$ cat src/rtl/fetch_queue.sv
// Instruction fetch queue: sequential PC fetch into a DEPTH-entry FIFO with redirect flush.
// Optional FETCH_BYPASS_EN presents the fetched pair combinationally when the queue is empty.
module fetch_queue #(
  parameter int unsigned            ADDR_WIDTH   = 32,
  parameter int unsigned            INSTR_WIDTH  = 32,
  parameter int unsigned            DEPTH        = 4,
  parameter logic [ADDR_WIDTH-1:0]  RESET_VECTOR = '0
) (
  input  logic                      clk,
  input  logic                      reset,
  output logic [ADDR_WIDTH-1:0]     imem_addr,
  input  logic [INSTR_WIDTH-1:0]    imem_rdata,
  input  logic                      redirect_en,
  input  logic [ADDR_WIDTH-1:0]     redirect_addr,
  output logic                      out_valid,
  input  logic                      out_ready,
  output logic [ADDR_WIDTH-1:0]     out_pc,
  output logic [INSTR_WIDTH-1:0]    out_instr,
  output logic [$clog2(DEPTH):0]    count
);

  localparam int unsigned PTR_W = $clog2(DEPTH);
  localparam int unsigned CNT_W = PTR_W + 1;

  logic [ADDR_WIDTH-1:0]  fetch_pc_q, fetch_pc_d;
  logic [PTR_W-1:0]       head_q, head_d;
  logic [PTR_W-1:0]       tail_q, tail_d;
  logic [CNT_W-1:0]       count_q, count_d;

  logic [ADDR_WIDTH-1:0]  pc_mem_q    [DEPTH];
  logic [INSTR_WIDTH-1:0] instr_mem_q [DEPTH];

  logic empty, full, enq, deq, advance;

  assign imem_addr = fetch_pc_q;
  assign count     = count_q;

  always_comb begin
    empty = (count_q == '0);
    full  = (count_q == CNT_W'(DEPTH));
`ifdef FETCH_BYPASS_EN
    // Empty queue forwards the memory read straight out; a taken bypass pair is not stored.
    out_valid = reset && !redirect_en;
    out_pc    = empty ? fetch_pc_q : pc_mem_q[head_q];
    out_instr = empty ? imem_rdata : instr_mem_q[head_q];
    deq       = out_valid && out_ready && !empty;
    advance   = !redirect_en && (!full || deq);
    enq       = advance && !(empty && out_ready);
`else
    out_valid = !redirect_en && !empty;
    out_pc    = pc_mem_q[head_q];
    out_instr = instr_mem_q[head_q];
    deq       = out_valid && out_ready;
    advance   = !redirect_en && (!full || deq);
    enq       = advance;
`endif
  end

  always_comb begin
    fetch_pc_d = fetch_pc_q;
    head_d     = head_q;
    tail_d     = tail_q;
    count_d    = count_q;
    if (redirect_en) begin
      fetch_pc_d = redirect_addr & ~ADDR_WIDTH'(3);
      head_d     = '0;
      tail_d     = '0;
      count_d    = '0;
    end else begin
      if (advance) fetch_pc_d = fetch_pc_q + ADDR_WIDTH'(4);
      if (enq)     tail_d     = tail_q + PTR_W'(1);
      if (deq)     head_d     = head_q + PTR_W'(1);
      count_d = count_q + CNT_W'(enq) - CNT_W'(deq);
    end
  end

  always_ff @(posedge clk or negedge reset) begin
    if (!reset) begin
      fetch_pc_q <= RESET_VECTOR;
      head_q     <= '0;
      tail_q     <= '0;
      count_q    <= '0;
    end else begin
      fetch_pc_q <= fetch_pc_d;
      head_q     <= head_d;
      tail_q     <= tail_d;
      count_q    <= count_d;
    end
  end

  always_ff @(posedge clk) begin
    if (enq) begin
      pc_mem_q[tail_q]    <= fetch_pc_q;
      instr_mem_q[tail_q] <= imem_rdata;
    end
  end

endmodule

$ cat config.mk
export PLATFORM = sky130hd
export DESIGN_NAME = fetch_queue
export DESIGN_NICKNAME = d
export VERILOG_FILES = /design/src/rtl/fetch_queue.sv
export SDC_FILE = /design/constraint.sdc
export NUM_CORES = 1
export LEC_CHECK = 0
export CELL_PAD_IN_SITES_DETAIL_PLACEMENT = 1
export CELL_PAD_IN_SITES_GLOBAL_PLACEMENT = 1
export CORE_MARGIN = 1.5
export CORE_UTILIZATION = 44
export CTS_CLUSTER_DIAMETER = 50
export CTS_CLUSTER_SIZE = 40
export DETAILED_ROUTE_END_ITERATION = 10
export HOLD_SLACK_MARGIN = 0.02
export PLACE_DENSITY = 0.8
export SLEW_MARGIN = 20
export SYNTH_ARGS = -nofsm -noshare
export SYNTH_HDL_FRONTEND = slang
export SYNTH_SLANG_ARGS = --single-unit
$ cat constraint.sdc
create_clock -name clk -period 3.8 [get_ports clk]
set_clock_uncertainty 0.1 [all_clocks]
set_input_delay 0.95 -clock clk [delete_from_list [all_inputs] [get_ports clk]]
set_output_delay 0.95 -clock clk [all_outputs]
set_load 0.02 [all_outputs]
==> flow_summary.ini, run 1 <==
[worst_setup_path]
worstSetupPathType = reg -> out
slowest_delay_ps = 740
cp_num_buf_inv = 2
rr_startpoint = count[2]
cp_max_fo = 32
cp_slowest_cell = dfrtp_4
arrival_ps = 2520
cp_top_family = buffers and inverters
critPathLaunchType = register
cp.required_ps = 2750
rr_worst_depth = 11
reg2reg_slack_ps = 1360
regToRegEndpoint = count[2]
cp-end-kind = output pin
crit_chain = buf_12, mux4_2, clkdlybuf4s50_1

[flow_run]
maxCapViolCount = 0

[detailed_routing]
drt_first_iter_violations = 365
wirelength_um = 25600
ant_nets = 0
vias = 6197
viasPerCell = 5.553
route.detailed.drc = 0
firstDrtPassIters = 4
wl_per_cell_um = 22.94

[status]
status = complete, no violations

[grt]
grt_pass1_wl_um = 39590
grt_max_degree = 63
grt_overflow = 0
track_usage_pct = 19.58
grt_pass1_vias = 6806
grt_antenna_before_repair = 1

[layout]
area_delta_synth_final_pct = 27.76
final_nets = 841
nFillCells = 2236
drive_gt1_share_pct = 19.62

[synth]
synth_top_family_by_area = multiplexers
synth_area_per_cell_um2 = 19.37
yosysMostFrequentCell = edfxtp_1
ys_seq_elements = 285
synth_top_cell_area_share_pct = 65.96
synth_top_area_cell = edfxtp_1
synthMuxAreaShare_pct = 12.54
yosys.area_share.simple_pct = 5.508
synth_cell_types = 49
synth_edf_count = 248
netlist_area_um2 = 11290
yosys-top-cells-area = edfxtp_1 (66%), mux4_2 (12%), dfrtp_1 (8.2%), o31ai_1 (1.0%), or4_1 (1.0%)
syn_inst = 583
synth-xor-area-share_pct = 0.8533
synth_compound_area_share_pct = 3.856
yosysWarnings = 0
yosysSeqAreaShare_pct = 74.16
async_flop_share_pct = 12.98
synth_commonest_cells = edfxtp_1 (248), mux4_2 (62), dfrtp_1 (37), nor2_1 (22), nand2_1 (20)
synthAdderAreaFrac_pct = 0.9530
ys.flop_type = edfxtp_1

[power]
ir_drop_mv = 0.3937
p_leak_nw = 4.707
power_density_nw_per_um2 = 667.4
total_power_w = 0.009628

[sta]
slew_headroom_pct = 39.61
drv_slew = 0
fin_setup_tns_ps = 0
clock.fmax_mhz = 279.8
hold_violations = 0
rsz0062_at_grt = false
fin_crit_ps = 3574
setup_viol = 0
tightest_slew_ps = 905.9
fin_crit_sh_pct = 94.04

[placement]
io_buffer_count = 161
post-dp-hpwl_um = 16090
gp_congestion = 0.7917

[cts]
cts_made_buffers = 27
path_clk_slew_ps = 90
post_cts_resize_count = 0
root_buffer = clkbuf_16
cts.sinks = 285
cts_tree = yes
clock_path_buffers = 3
clock_latency_ps = 540
htreeDepth = 1

[hold_path]
hp-class = in -> async

[die]
fp.dieH_um = 163.2
die_area_um2 = 26630
start_util_pct = 44.84
rows = 58
core_um2 = 25180
boundaryPins = 168
die_x_um = 163.2
placed cells by master, fill, tap and decap left out, types with 5 or more instances in the layout:
cell and instances:
edfxtp_1 248, clkdlybuf4s50_1 160, mux4_2 62, dfrtp_1 35, clkbuf_16 27, nor2_1 22, nand2_1 20, a31oi_1 17
buf_4 16, o31ai_1 15, or4_1 15, nand3_1 11, xnor2_1 10, o21ai_0 10, clkinv_8 10, nand4_1 9
inv_1 8, buf_12 8, ha_1 7, and4_1 5, o31a_1 5
how the worst max path moves through the flow:
stage	from	endpoint	slack, ps	cells after the start
floorplan	redirect_en	instr_mem_q[1][0]	90	5
global placement	redirect_en	count[2]	520	11
detailed placement	redirect_en	out_valid	510	3
CTS	head_q[0]	out_pc[18]	40	3
global route	head_q[1]	out_pc[3]	120	3
finish	head_q[1]	out_pc[2]	230	3
cell families (layout without fill, tap and decap cells):
logic type	count (synthesis)	in the layout
AOI/OAI and AO/OA	63	63
and+or+nand+nor	107	107
muxes	64	64
xor gates and xnor gates	11	11
DFF	285	285
adders and majority gates	8	8
other	1	5
buffers and inverters	44	243
power by group:
part / internal, W / total (W) / leakage [nW] / switching [W]
clock network: 0.00146 / 0.00289 / 0.486 / 0.00143
registers: 0.00393 / 0.00417 / 2.70 / 0.000242
logic: 0.00128 / 0.00257 / 1.52 / 0.00129
total: 0.00667 / 0.00963 / 4.71 / 0.00296
per-layer routing:
metal	up-vias	share of wire (%)	track usage, %
li1	2753	-	-
met2	190	51	33.65
met4	0	1.5	4.504
met3	32	6.4	3.707
met1	3222	41	25.87
met5	-	0	0
flip-flops by register name, summed over array words and instances (netlist names):
signal and count:
pc_mem_q 120, count 3, tail_q 2, imem_addr 30, head_q 2, instr_mem_q 128
through the flow:
| stage | cells | area (um2) | hold WS, ps | setup slack, ps | utilization (%) |
|---|---|---|---|---|---|
| after floorplan | 586 | 11300 | 450.0 | 92.05 | - |
| after global placement | 1059 | 13350 | 460.0 | 524.4 | 53.02 |
| after detailed placement | 1059 | 13350 | 501.1 | 506.2 | 53.02 |
| after CTS | 1108 | 14360 | 435.5 | 36.69 | 57.02 |
| after global routing | 1116 | 14430 | 471.6 | 120.1 | 57.28 |
| final | 1116 | 14430 | 429.7 | 226.4 | 57.28 |
layout make-up:
class                      count  area, um2  area share (%)
tap                          330      412.9           2.862
timing repair buffer         185       1887           13.08
multi-input combinational    257       2703           18.74
clock inverter                22      330.3           2.290
inverter                       9      33.78          0.2342
antenna                        1      2.502         0.01735
sequential                   285       8381           58.10
clock buffer                  27      675.6           4.684
worst register-to-register path: stages, from the launching register on:
cell     delay [ps]
dfrtp_1         440
nor3b_1         170
buf_4           190
a21oi_1         220
inv_1            70
ha_1            270
inv_1            70
ha_1            160
inv_1            60
fa_1            370
xnor2_1         170
nor2_1           50
repair_timing:
item,CTS,global route
hold buffers,0,0
buffers inserted,0,7
setup endpoints to repair,0,9
Note: power is estimated with default switching activity, not from simulation.
==> run 2, diff against run 1 <==
- CAP_MARGIN: unset -> 15
- MAX_ROUTING_LAYER: unset -> met4
==> flow_summary.ini, run 2 (synthesized netlist as in run 1, its figures left out) <==
[status]
status = complete, no violations

[worst_setup_path]
cp_max_fo = 32
arrival_ps = 2520
cp-end-kind = output pin
worstSetupPathType = reg -> out
cp.required_ps = 2750
regToRegEndpoint = count[2]
rr_startpoint = count[2]
critPathLaunchType = register
reg2reg_slack_ps = 1360
rr_worst_depth = 11

[layout]
nFillCells = 2236
drive_gt1_share_pct = 19.62
final_nets = 841
top_register = instr_mem_q
layout.cells.most_common = edfxtp_1
largest_register_ffs = 128
area_delta_synth_final_pct = 27.76
final_util_pct = 57.28
layout_common_cells = edfxtp_1 (248), clkdlybuf4s50_1 (160), mux4_2 (62)

[cts]
htreeDepth = 1
clock_latency_ps = 540
root_buffer = clkbuf_16
cts_hold_buf = 0
cts.sinks = 285
cts_tree = yes
clock_path_buffers = 3
path_clk_slew_ps = 90
cts_made_buffers = 27

[grt]
grt_antenna_before_repair = 1
grt_overflow = 0
grt_pass1_vias = 6792
track_usage_pct = 20.19
grt_pass1_wl_um = 39620
grt_max_degree = 63

[placement]
gp_congestion = 0.8028
io_buffer_count = 161
post-dp-hpwl_um = 16090

[flow_run]
maxCapViolCount = 0

[detailed_routing]
wl_per_cell_um = 22.87
viasPerCell = 5.557
drt_first_iter_violations = 394
wirelength_um = 25530
route.detailed.drc = 0
firstDrtPassIters = 4
ant_nets = 0
vias = 6202

[power]
p_leak_nw = 4.707
power_density_nw_per_um2 = 667.9
ir_drop_mv = 0.3950

[die]
boundaryPins = 168
start_util_pct = 44.84
core_um2 = 25180
die_area_um2 = 26630
rows = 58
fp.dieH_um = 163.2
die_x_um = 163.2

[sta]
rsz0062_at_grt = false
tightest_slew_ps = 899.3
drv_slew = 0
hold_violations = 0
slew_headroom_pct = 40.05
setup_viol = 0
fin_crit_sh_pct = 94.07
fin_crit_ps = 3574
clock.fmax_mhz = 279.8
fin_setup_tns_ps = 0

[hold_path]
hp-class = in -> async
-- run 2: critical path: stages (launching register included) --
cell and delay, ps:
dfrtp_4 730, buf_12 310, mux4_2 360, clkdlybuf4s50_1 560
-- run 2: worst max-delay path by stage --
stage	startpoint	to	slack, ps	depth (start not counted)
floorplan	redirect_en	instr_mem_q[1][0]	90	5
global placement	redirect_en	count[2]	520	11
detailed placement	redirect_en	out_valid	510	3
CTS	head_q[0]	out_pc[18]	40	3
global route	head_q[1]	out_pc[3]	120	3
finish	head_q[1]	out_pc[2]	230	3
-- run 2: area by class of cell --
| type | count | area, um2 | area share, % |
|---|---|---|---|
| Timing Repair Buffer | 185 | 1887 | 13.08 |
| Clock inverter | 22 | 330.3 | 2.290 |
| Tap cell | 330 | 412.9 | 2.862 |
| Sequential cell | 285 | 8381 | 58.10 |
| Clock buffer | 27 | 675.6 | 4.684 |
| Multi-Input combinational cell | 257 | 2703 | 18.74 |
| Inverter | 9 | 33.78 | 0.2342 |
| Antenna cell | 1 | 2.502 | 0.01735 |
-- run 2: where the power goes --
group	internal (W)	switching (W)	total (W)
logic	0.00128	0.00130	0.00257
clock network	0.00146	0.00143	0.00289
registers	0.00393	0.000242	0.00417
-- run 2: through the flow --
| step | hold slack, ps | instances | instance area, um2 | worst slack (ps) | power [W] |
|---|---|---|---|---|---|
| global route | 471.6 | 1116 | 14430 | 116.3 | 0.01002 |
| CTS | 435.5 | 1108 | 14360 | 36.69 | 0.009705 |
| finish | 428.8 | 1116 | 14430 | 225.5 | 0.009634 |
| global placement | 460.0 | 1059 | 13350 | 524.4 | 0.006683 |
| detailed placement | 501.1 | 1059 | 13350 | 506.2 | 0.006802 |
| floorplan | 450.0 | 586 | 11300 | 92.05 | 0.005601 |
-- run 2: routing by layer --
metal  global-route usage [%]  part of all wire, %
met1                    26.06                   42
met2                    33.61                   51
met3                    3.530                  5.1
met4                    4.504                  1.5
met5                        -                    0
-- run 2: repair_timing --
action | 4_1_cts | 5_1_grt
setup endpoints to repair | 0 | 9
setup buffers | 0 | 7
gates resized for setup | 0 | 0
